### src/rtl/aura_mem_arbiter_pkg.sv
// Purpose : shared memory-interface types and requester IDs for the AURA memory arbiter.
// Latency : n/a (types, constants and a helper function only).
// Backpr. : n/a.
//
// Contents: ADDR / MEM_BLOCK / MEM_TAG bus types, the MEM_COMMAND encoding,
// the requester ID enum, and a small wrap-increment helper for round-robin pointers.
package aura_mem_arbiter_pkg;

  typedef logic [31:0] ADDR;
  typedef logic [63:0] MEM_BLOCK;
  typedef logic [3:0]  MEM_TAG;

  localparam int NUM_MEM_TAGS = 16;

  typedef enum logic [1:0] {
    MEM_NONE  = 2'h0,
    MEM_LOAD  = 2'h1,
    MEM_STORE = 2'h2
  } MEM_COMMAND;

  // Requester slot numbering used by the arbiter's request vectors.
  typedef enum logic [1:0] {
    REQ_Q = 2'd0,
    REQ_K = 2'd1,
    REQ_V = 2'd2,
    REQ_O = 2'd3
  } req_id_e;

  // Next round-robin position after idx, wrapping at n.
  function automatic int wrap_inc(input int idx, input int n);
    return (idx + 1 >= n) ? 0 : idx + 1;
  endfunction

endpackage

### src/rtl/aura_mem_arbiter_if.sv
// Purpose : bundles the requester-side and memory-side signals of the AURA memory arbiter.
// Latency : n/a (wires only).
// Backpr. : req_ready is the per-requester accept; memory stalls by returning transaction tag 0.
//
// Modports:
//   master - the environment: loaders/writer plus the memory model
//   slave  - the arbiter: consumes requests and memory replies, drives commands and responses
interface aura_mem_arbiter_if
  import aura_mem_arbiter_pkg::*;
#(
  parameter int NUM_REQ = 4
) ();

  // requester side
  logic [NUM_REQ-1:0]       req_valid;
  logic [NUM_REQ-1:0]       req_we;
  logic [NUM_REQ-1:0][31:0] req_addr;
  logic [NUM_REQ-1:0][63:0] req_data;
  logic [NUM_REQ-1:0]       req_ready;
  logic [NUM_REQ-1:0]       rsp_valid;
  MEM_BLOCK                 rsp_data;

  // memory side
  MEM_COMMAND               proc2mem_command;
  ADDR                      proc2mem_addr;
  MEM_BLOCK                 proc2mem_data;
  MEM_TAG                   mem2proc_transaction_tag;
  MEM_BLOCK                 mem2proc_data;
  MEM_TAG                   mem2proc_data_tag;

  modport master (
    output req_valid, req_we, req_addr, req_data,
    input  req_ready, rsp_valid, rsp_data,
    input  proc2mem_command, proc2mem_addr, proc2mem_data,
    output mem2proc_transaction_tag, mem2proc_data, mem2proc_data_tag
  );

  modport slave (
    input  req_valid, req_we, req_addr, req_data,
    output req_ready, rsp_valid, rsp_data,
    output proc2mem_command, proc2mem_addr, proc2mem_data,
    input  mem2proc_transaction_tag, mem2proc_data, mem2proc_data_tag
  );

endinterface

### src/rtl/aura_rr_arbiter.sv
// Purpose : round-robin pick of the first eligible requester at or after a pointer.
// Latency : purely combinational.
// Backpr. : none; the caller decides whether the grant is taken and advances ptr.
//
// Ports: elig (eligibility vector), ptr (search start) -> gnt_vld, gnt_oh (one-hot), gnt_idx.
module aura_rr_arbiter #(
  parameter int N  = 4,
  parameter int IW = (N > 1) ? $clog2(N) : 1
) (
  input  logic [N-1:0]  elig,
  input  logic [IW-1:0] ptr,
  output logic          gnt_vld,
  output logic [N-1:0]  gnt_oh,
  output logic [IW-1:0] gnt_idx
);

  logic [IW-1:0] cand;

  always_comb begin
    gnt_vld = 1'b0;
    gnt_oh  = '0;
    gnt_idx = '0;
    cand    = '0;
    for (int k = 0; k < N; k++) begin
      cand = IW'((int'(ptr) + k) % N);
      if (!gnt_vld && elig[cand]) begin
        gnt_vld      = 1'b1;
        gnt_oh[cand] = 1'b1;
        gnt_idx      = cand;
      end
    end
  end

endmodule

### src/rtl/aura_mem_arbiter.sv
// Purpose : shares the single unified-memory port between the Q/K/V loaders and the O writer.
// Latency : command issue is combinational; load data reaches rsp_valid 1 cycle after its data tag.
// Backpr. : memory tag 0 stalls the selected requester (held, pointer frozen); a requester with
//           MAX_OUTST loads in flight is skipped for loads until one of its responses returns.
//
// Ports: clock, reset (sync, active-high), bus (slave modport: requests, responses, memory
// command/reply), idle (no request pending and no load outstanding), err_orphan_tag (sticky).
module aura_mem_arbiter
  import aura_mem_arbiter_pkg::*;
#(
  parameter int NUM_REQ   = 4,
  parameter int NUM_TAGS  = NUM_MEM_TAGS,
  parameter int MAX_OUTST = 8
) (
  input  logic              clock,
  input  logic              reset,
  aura_mem_arbiter_if.slave bus,
  output logic              idle,
  output logic              err_orphan_tag
);

  localparam int IW = (NUM_REQ > 1) ? $clog2(NUM_REQ) : 1;
  localparam int CW = $clog2(MAX_OUTST) + 1;

  typedef struct packed {
    logic          valid;
    logic [IW-1:0] owner;
  } tag_entry_t;

  // registered state
  logic [IW-1:0]      rr_ptr;
  tag_entry_t         tag_tbl     [NUM_TAGS];
  logic [CW-1:0]      outst_cnt   [NUM_REQ];
  logic [NUM_REQ-1:0] rsp_valid_q;
  MEM_BLOCK           rsp_data_q;
  logic               err_q;
  // Counts down the first two cycles after reset; orphan data in that window is
  // traffic from before the reset and is dropped without raising the error.
  logic [1:0]         quiet_cnt;

  // next-state and decode
  tag_entry_t         tag_tbl_nxt   [NUM_TAGS];
  logic [CW-1:0]      outst_cnt_nxt [NUM_REQ];
  logic [NUM_REQ-1:0] elig;
  logic [NUM_REQ-1:0] gnt_oh;
  logic [NUM_REQ-1:0] inc_v;
  logic [NUM_REQ-1:0] dec_v;
  logic [IW-1:0]      sel;
  logic               gnt_vld;
  logic               accept;
  logic               alloc;
  logic               rsp_hit;
  logic               orphan;
  logic               realloc_hit;
  logic               any_valid;
  tag_entry_t         rsp_entry;

  // A load is held back once its requester is at the in-flight limit; stores never are.
  always_comb begin
    elig = '0;
    for (int i = 0; i < NUM_REQ; i++) begin
      elig[i] = bus.req_valid[i] && (bus.req_we[i] || (outst_cnt[i] != CW'(MAX_OUTST)));
    end
  end

  aura_rr_arbiter #(
    .N  (NUM_REQ),
    .IW (IW)
  ) u_rr (
    .elig    (elig),
    .ptr     (rr_ptr),
    .gnt_vld (gnt_vld),
    .gnt_oh  (gnt_oh),
    .gnt_idx (sel)
  );

  always_comb begin
    bus.proc2mem_command = MEM_NONE;
    bus.proc2mem_addr    = '0;
    bus.proc2mem_data    = '0;
    if (gnt_vld) begin
      bus.proc2mem_command = bus.req_we[sel] ? MEM_STORE : MEM_LOAD;
      bus.proc2mem_addr    = bus.req_addr[sel];
      bus.proc2mem_data    = bus.req_data[sel];
    end
  end

  assign accept        = gnt_vld && (bus.mem2proc_transaction_tag != '0);
  assign alloc         = accept && !bus.req_we[sel];
  assign bus.req_ready = accept ? gnt_oh : '0;

  assign rsp_entry = tag_tbl[bus.mem2proc_data_tag];
  assign rsp_hit   = (bus.mem2proc_data_tag != '0) && rsp_entry.valid;
  assign orphan    = (bus.mem2proc_data_tag != '0) && !rsp_entry.valid;

  // Allocating onto a live entry is a memory protocol violation, unless that entry
  // is being freed by returning data in the same cycle.
  assign realloc_hit = alloc && tag_tbl[bus.mem2proc_transaction_tag].valid &&
                       !(rsp_hit && (bus.mem2proc_data_tag == bus.mem2proc_transaction_tag));

  // Free is applied before allocate so a same-cycle reuse of a tag ends valid with the new owner.
  always_comb begin
    for (int t = 0; t < NUM_TAGS; t++) begin
      tag_tbl_nxt[t] = tag_tbl[t];
      if (rsp_hit && (bus.mem2proc_data_tag == MEM_TAG'(t))) begin
        tag_tbl_nxt[t].valid = 1'b0;
      end
      if (alloc && (bus.mem2proc_transaction_tag == MEM_TAG'(t))) begin
        tag_tbl_nxt[t].valid = 1'b1;
        tag_tbl_nxt[t].owner = sel;
      end
    end
  end

  always_comb begin
    inc_v = '0;
    dec_v = '0;
    for (int i = 0; i < NUM_REQ; i++) begin
      inc_v[i]         = alloc && (sel == IW'(i));
      dec_v[i]         = rsp_hit && (rsp_entry.owner == IW'(i));
      outst_cnt_nxt[i] = outst_cnt[i];
      if (inc_v[i] && !dec_v[i]) begin
        outst_cnt_nxt[i] = outst_cnt[i] + CW'(1);
      end else if (dec_v[i] && !inc_v[i]) begin
        outst_cnt_nxt[i] = outst_cnt[i] - CW'(1);
      end
    end
  end

  always_comb begin
    any_valid = 1'b0;
    for (int t = 0; t < NUM_TAGS; t++) begin
      any_valid = any_valid | tag_tbl[t].valid;
    end
  end

  assign idle = (bus.req_valid == '0) && !any_valid;

  always_ff @(posedge clock) begin
    if (reset) begin
      rr_ptr      <= '0;
      rsp_valid_q <= '0;
      rsp_data_q  <= '0;
      err_q       <= 1'b0;
      quiet_cnt   <= 2'd2;
      for (int t = 0; t < NUM_TAGS; t++) begin
        tag_tbl[t] <= '0;
      end
      for (int i = 0; i < NUM_REQ; i++) begin
        outst_cnt[i] <= '0;
      end
    end else begin
      if (accept) begin
        rr_ptr <= IW'(wrap_inc(int'(sel), NUM_REQ));
      end

      rsp_valid_q <= '0;
      if (rsp_hit) begin
        rsp_valid_q[rsp_entry.owner] <= 1'b1;
        rsp_data_q                   <= bus.mem2proc_data;
      end

      if ((orphan && (quiet_cnt == 2'd0)) || realloc_hit) begin
        err_q <= 1'b1;
      end

      if (quiet_cnt != 2'd0) begin
        quiet_cnt <= quiet_cnt - 2'd1;
      end

      for (int t = 0; t < NUM_TAGS; t++) begin
        tag_tbl[t] <= tag_tbl_nxt[t];
      end
      for (int i = 0; i < NUM_REQ; i++) begin
        outst_cnt[i] <= outst_cnt_nxt[i];
      end
    end
  end

  assign bus.rsp_valid  = rsp_valid_q;
  assign bus.rsp_data   = rsp_data_q;
  assign err_orphan_tag = err_q;

endmodule

### src/flat_wrapper.sv
// flat-port wrapper written by rule: the top's interface ports become plain ports
module aura_mem_arbiter_flat import aura_mem_arbiter_pkg::*;
#(
  parameter int NUM_REQ   = 4,
  parameter int NUM_TAGS  = NUM_MEM_TAGS,
  parameter int MAX_OUTST = 8
)
  (clock, reset, idle, err_orphan_tag, bus_req_valid, bus_req_we, bus_req_addr, bus_req_data, bus_req_ready, bus_rsp_valid, bus_rsp_data, bus_proc2mem_command, bus_proc2mem_addr, bus_proc2mem_data, bus_mem2proc_transaction_tag, bus_mem2proc_data, bus_mem2proc_data_tag);
  aura_mem_arbiter_if #(.NUM_REQ(NUM_REQ)) bus_i ();
  input  logic clock;
  input  logic reset;
  output logic idle;
  output logic err_orphan_tag;
  input wire logic [$bits(bus_i.req_valid)-1:0] bus_req_valid;
  input wire logic [$bits(bus_i.req_we)-1:0] bus_req_we;
  input wire logic [$bits(bus_i.req_addr)-1:0] bus_req_addr;
  input wire logic [$bits(bus_i.req_data)-1:0] bus_req_data;
  output wire logic [$bits(bus_i.req_ready)-1:0] bus_req_ready;
  output wire logic [$bits(bus_i.rsp_valid)-1:0] bus_rsp_valid;
  output wire logic [$bits(bus_i.rsp_data)-1:0] bus_rsp_data;
  output wire logic [$bits(bus_i.proc2mem_command)-1:0] bus_proc2mem_command;
  output wire logic [$bits(bus_i.proc2mem_addr)-1:0] bus_proc2mem_addr;
  output wire logic [$bits(bus_i.proc2mem_data)-1:0] bus_proc2mem_data;
  input wire logic [$bits(bus_i.mem2proc_transaction_tag)-1:0] bus_mem2proc_transaction_tag;
  input wire logic [$bits(bus_i.mem2proc_data)-1:0] bus_mem2proc_data;
  input wire logic [$bits(bus_i.mem2proc_data_tag)-1:0] bus_mem2proc_data_tag;
  assign bus_i.req_valid = bus_req_valid;
  assign bus_i.req_we = bus_req_we;
  assign bus_i.req_addr = bus_req_addr;
  assign bus_i.req_data = bus_req_data;
  assign bus_req_ready = bus_i.req_ready;
  assign bus_rsp_valid = bus_i.rsp_valid;
  assign bus_rsp_data = bus_i.rsp_data;
  assign bus_proc2mem_command = bus_i.proc2mem_command;
  assign bus_proc2mem_addr = bus_i.proc2mem_addr;
  assign bus_proc2mem_data = bus_i.proc2mem_data;
  assign bus_i.mem2proc_transaction_tag = bus_mem2proc_transaction_tag;
  assign bus_i.mem2proc_data = bus_mem2proc_data;
  assign bus_i.mem2proc_data_tag = bus_mem2proc_data_tag;
  aura_mem_arbiter #(.NUM_REQ(NUM_REQ), .NUM_TAGS(NUM_TAGS), .MAX_OUTST(MAX_OUTST)) u_core (.clock(clock), .reset(reset), .bus(bus_i), .idle(idle), .err_orphan_tag(err_orphan_tag));
endmodule
### config.mk
export PLATFORM = sky130hd
export DESIGN_NAME = aura_mem_arbiter_flat
export DESIGN_NICKNAME = d
export VERILOG_FILES = /design/src/rtl/aura_mem_arbiter_pkg.sv /design/src/rtl/aura_mem_arbiter_if.sv /design/src/rtl/aura_rr_arbiter.sv /design/src/rtl/aura_mem_arbiter.sv /design/src/flat_wrapper.sv
export SDC_FILE = /design/constraint.sdc
export NUM_CORES = 1
export LEC_CHECK = 0
export ABC_CLOCK_PERIOD_IN_PS = 3900
export BUFFER_PORTS_ARGS = -buffer_cell sky130_fd_sc_hd__buf_4
export CAP_MARGIN = 20
export CORE_AREA = 2 2 246 248
export CTS_CLUSTER_SIZE = 24
export DETAILED_ROUTE_END_ITERATION = 7
export DIE_AREA = 0 0 248 250
export SLEW_MARGIN = 20
export SYNTH_ARGS = -nofsm -noshare
export SYNTH_HDL_FRONTEND = slang
export SYNTH_SLANG_ARGS = --single-unit
### constraint.sdc
create_clock -name clock -period 3.9 [get_ports clock]
set_input_delay 0.39 -clock clock [delete_from_list [all_inputs] [get_ports clock]]
set_output_delay 0.39 -clock clock [all_outputs]
set_load 0.02 [all_outputs]
==> insert_results.sql <==
INSERT INTO impl_metrics (metric_group, metric, value, unit) VALUES
('outcome', 'run_status', 'complete, but fails checks', ''),
('logic_synthesis', 'number_of_synthesized_flops_with_an_enable_pin', '0', ''),
('logic_synthesis', 'synthMuxAreaShare', '17.4', '%'),
('clocking', 'cts_sinks', '137', ''),
('timing', 'pins_over_their_slew_limit', '0', ''),
('logic_synthesis', 'synthDominantAreaCellType', 'sky130_fd_sc_hd__dfxtp_1', ''),
('clocking', 'cts.path.max_buffers', '2', ''),
('setup_path', 'largest_stage_delay_on_the_critical_path', '0.56', 'ns'),
('logic_synthesis', 'syn-mean-instance-area', '8.40', 'sq um'),
('routing', 'via_per_instance_ratio', '4.70', ''),
('timing', 'skew', '0.0108', 'ns'),
('die', 'area_of_the_placeable_core', '0.0596', 'sq mm'),
('hold_path', 'holdCritPathClass', 'primary input to flop', ''),
('place', 'globalplace.congestion', '0.958', ''),
('setup_path', 'setup.worst_path.class', 'flop to primary output', ''),
('clocking', 'clock_latency_on_the_worst_skew_pair', '0.44', 'ns'),
('global_route', 'grt_remaining_overflow', '0', ''),
('global_route', 'global_route_wire_length_before_repair', '91500', 'microns'),
('global_route', 'antenna_found_initial', '24', ''),
('timing', 'worst_setup_slack_after_layout', '-0.0683', 'ns'),
('logic_synthesis', 'synth-compound-area-share', '26.3', '%'),
('clocking', 'cts_htree_levels', '4', ''),
('finish', 'nets', '2413', ''),
('routing', 'drt_iter0_drcs', '671', ''),
('die', 'die-height', '250', 'microns'),
('timing', 'rsz_0062_raised_after_global_routing', 'true', ''),
('routing', 'drc', '0', ''),
('logic_synthesis', 'synth.yosys.seq_area_share', '26.7', '%'),
('setup_path', 'worst-path-max-fanout', '7', ''),
('timing', 'layout_worst_path_cycle_share', '102', '%'),
('finish', 'final_layout_size_suffix_gt1_share', '55.5', '%'),
('die', 'fp.dieArea', '0.0620', 'sq mm'),
('timing', 'tightest_slew', '0.818', 'ns'),
('setup_path', 'critical_path.endpoint_type', 'primary output', ''),
('routing', 'finalWirelength', '67300', 'microns'),
('routing', 'dr.pass1.iters', '7', ''),
('logic_synthesis', 'post_synth_and_or_nand_nor_area_fraction', '18.4', '%'),
('die', 'core_rows', '90', ''),
('setup_path', 'worst_ep_required_time', '3.51', 'ns'),
('logic_synthesis', 'syn_nets', '1719', ''),
('power_and_ir_drop', 'power', '17.7', 'mW'),
('die', 'start_util', '17.3', '%'),
('timing', 'finalHoldViolations', '0', ''),
('logic_synthesis', 'ys.flop_type', 'sky130_fd_sc_hd__dfxtp_1', ''),
('finish', 'area_delta_synth_final', '86.3', '%'),
('finish', 'finish.instance_area', '0.0192', 'sq mm'),
('clocking', 'tritoncts', 'yes', ''),
('clocking', 'clock-root-buffer', 'sky130_fd_sc_hd__clkbuf_16', ''),
('place', 'placed_area', '0.0164', 'sq mm'),
('logic_synthesis', 'post-synth-top-area-fraction', '26.7', '%'),
('logic_synthesis', 'yosysUniqueCellTypes', '58', ''),
('global_route', 'grt_pass1_vias', '13000', ''),
('logic_synthesis', 'synth_adder_area_share', '3.82', '%'),
('routing', 'wl_per_cell', '24.8', 'microns'),
('logic_synthesis', 'synth_seq_cells', '137', ''),
('logic_synthesis', 'post_synth_inst_count', '1224', ''),
('outcome', 'violations', 'setup timing', ''),
('setup_path', 'crit_path_cell_trace', 'nand2b_1, o41a_1, mux4_2, o2111ai_2, a21boi_4, buf_12, buf_12, buf_12, buf_8, nor2b_4, a211oi_2, buf_4, a211oi_2, buf_4', ''),
('setup_path', 'crit_path_start_kind', 'flop', ''),
('power_and_ir_drop', 'power_density', '923', 'mW/mm^2'),
('logic_synthesis', 'post_synth_instance_area', '0.0103', 'sq mm'),
('clocking', 'cts.hold.buffers_added', '0', ''),
('setup_path', 'critical_path_arrival', '3.58', 'ns'),
('setup_path', 'timing.critical_path.slowest_stage_cell', 'sky130_fd_sc_hd__mux4_2', ''),
('die', 'io_pins', '638', ''),
('timing', 'setup_viol', '21', ''),
('place', 'hpwl', '54900', 'microns'),
('logic_synthesis', 'largest_cells_by_area_after_synthesis', 'sky130_fd_sc_hd__dfxtp_1 (27%), sky130_fd_sc_hd__a211oi_1 (14%), sky130_fd_sc_hd__mux2i_1 (12%)', ''),
('logic_synthesis', 'synth_xor_area_share', '1.45', '%'),
('place', 'io_buffers', '637', ''),
('power_and_ir_drop', 'power.leakage', '8.10', 'nW');
[placed cells by master (no fill, tap or decap), types with 17 or more instances in the layout]
| cell type | count |
|---|---|
| sky130_fd_sc_hd__mux4_2 | 25 |
| sky130_fd_sc_hd__buf_6 | 20 |
| sky130_fd_sc_hd__mux2i_1 | 96 |
| sky130_fd_sc_hd__a211oi_1 | 92 |
| sky130_fd_sc_hd__nor2_1 | 28 |
| sky130_fd_sc_hd__nor2b_1 | 62 |
| sky130_fd_sc_hd__clkbuf_16 | 19 |
| sky130_fd_sc_hd__a211oi_2 | 97 |
| sky130_fd_sc_hd__nand2_1 | 163 |
| sky130_fd_sc_hd__nand2b_1 | 25 |
| sky130_fd_sc_hd__buf_4 | 725 |
| sky130_fd_sc_hd__nor2b_2 | 17 |
| sky130_fd_sc_hd__buf_16 | 17 |
| sky130_fd_sc_hd__o21ai_0 | 29 |
| sky130_fd_sc_hd__a21oi_1 | 101 |
| sky130_fd_sc_hd__nor2b_4 | 24 |
| sky130_fd_sc_hd__dfxtp_1 | 126 |
[where the power goes]
| group | leakage (nW) | internal (mW) | switching (mW) |
|---|---|---|---|
| combinational | 6.71 | 6.81 | 7.60 |
| sequential | 1.11 | 1.55 | 0.120 |
| clock | 0.272 | 0.906 | 0.685 |
[through the flow]
step | util, % | TNS [ns] | hold WS [ns] | worst slack [ns] | cells
CTS | 30.9 | -5.23 | 0.181 | -0.129 | 2709
finish | 32.2 | -0.490 | 0.203 | -0.0683 | 2719
global placement | 27.6 | -2.34 | 0.441 | -0.213 | 2640
global route | 32.1 | -9.75 | 0.193 | -0.165 | 2715
detailed placement | 27.6 | -3.08 | 0.447 | -0.225 | 2640
floorplan | - | -0.293 | 0.429 | -0.0847 | 1224
[worst max-delay path, delay by kind of cell, from the launching register on]
family | cells | cell delay [ns]
DFF | 1 | 0.33
buffers and inverters | 6 | 0.96
and+or+nand+nor | 2 | 0.11
muxes | 1 | 0.56
AOI/OAI and AO/OA | 5 | 1.16
[area by class of cell]
| type | instances | area (sq um) |
|---|---|---|
| Antenna cell | 7 | 17.5 |
| Clock buffer | 18 | 439 |
| Clock inverter | 13 | 134 |
| Fill cell | 6172 | 40400 |
| Inverter | 11 | 56.3 |
| Multi-Input combinational cell | 965 | 8150 |
| Sequential cell | 137 | 2760 |
| Tap cell | 782 | 978 |
| Timing Repair Buffer | 786 | 6620 |
[routing by layer]
layer	share of wire [%]	GRT usage, %	vias up
met4	3.8	7.27	8
met1	39	24.2	6164
li1	-	-	5930
met2	48	35.8	607
met3	9.3	5.73	79
met5	0.083	0	-
[flip-flops by register name, summed over array words and instances, names as in the netlist]
register,flops
u_core.bus.rsp_data,64
u_core.bus.rsp_valid,4
u_core.err_orphan_tag,1
u_core.outst_cnt,16
u_core.quiet_cnt,2
u_core.rr_ptr,2
u_core.tag_tbl,48
[cell families after synthesis]
family                   Yosys count
XOR/XNOR                          17
AND/OR/NAND/NOR                  381
buffers and inverters            122
flip-flops                       137
AO/OA/AOI/OAI                    391
adder cells (fa/ha/maj)           29
multiplexers                     147
[path summary, 6_finish.rpt]
kind,start,endpoint,slack (ns),depth (start not counted)
hold reg to reg,u_core.bus.rsp_data[11]$_SDFFE_PP0P_,u_core.bus.rsp_data[11]$_SDFFE_PP0P_,0.46,2
setup reg to reg,u_core.outst_cnt[1][3]$_SDFFE_PP0P_,u_core.outst_cnt[1][3]$_SDFFE_PP0P_,-0.02,19
hold / removal,bus_mem2proc_data[36],u_core.bus.rsp_data[36]$_SDFFE_PP0P_,0.20,3
setup / recovery,u_core.outst_cnt[1][3]$_SDFFE_PP0P_,bus_proc2mem_data[42],-0.07,14
[what timing repair did]
action | in CTS | in global routing
endpoints found under the setup margin | 98 | 104
cloned | 14 | 2
pin swaps | 68 | 61
setup buffers | 29 | 9
gates resized for setup | 175 | 152
[cells in the mapped netlist (all sizes together), types with 2 or more instances]
| library cell | instances |
|---|---|
| a211oi | 193 |
| nand2 | 165 |
| dfxtp | 137 |
| mux2i | 122 |
| a21oi | 107 |
| nor2b | 103 |
| clkbuf | 80 |
| o21ai | 37 |
| buf | 31 |
| nand2b | 28 |
| nor2 | 28 |
| ha | 25 |
| mux4 | 25 |
| xnor2 | 12 |
| inv | 11 |
| nand3 | 10 |
| a31oi | 8 |
| nor3 | 8 |
| nor4 | 8 |
| a21o | 7 |
| and3 | 6 |
| or3 | 6 |
| o2111ai | 5 |
| or2 | 5 |
| xor2 | 5 |
| a221oi | 4 |
| a22oi | 4 |
| fa | 4 |
| nand4 | 4 |
| o211ai | 4 |
| o21ba | 4 |
| o41a | 4 |
| o41ai | 4 |
| and2 | 3 |
| o21a | 3 |
| o31a | 3 |
| a21boi | 2 |
| nand3b | 2 |
| nor3b | 2 |
| nor4b | 2 |
Note: power is estimated with default switching activity, not from simulation.
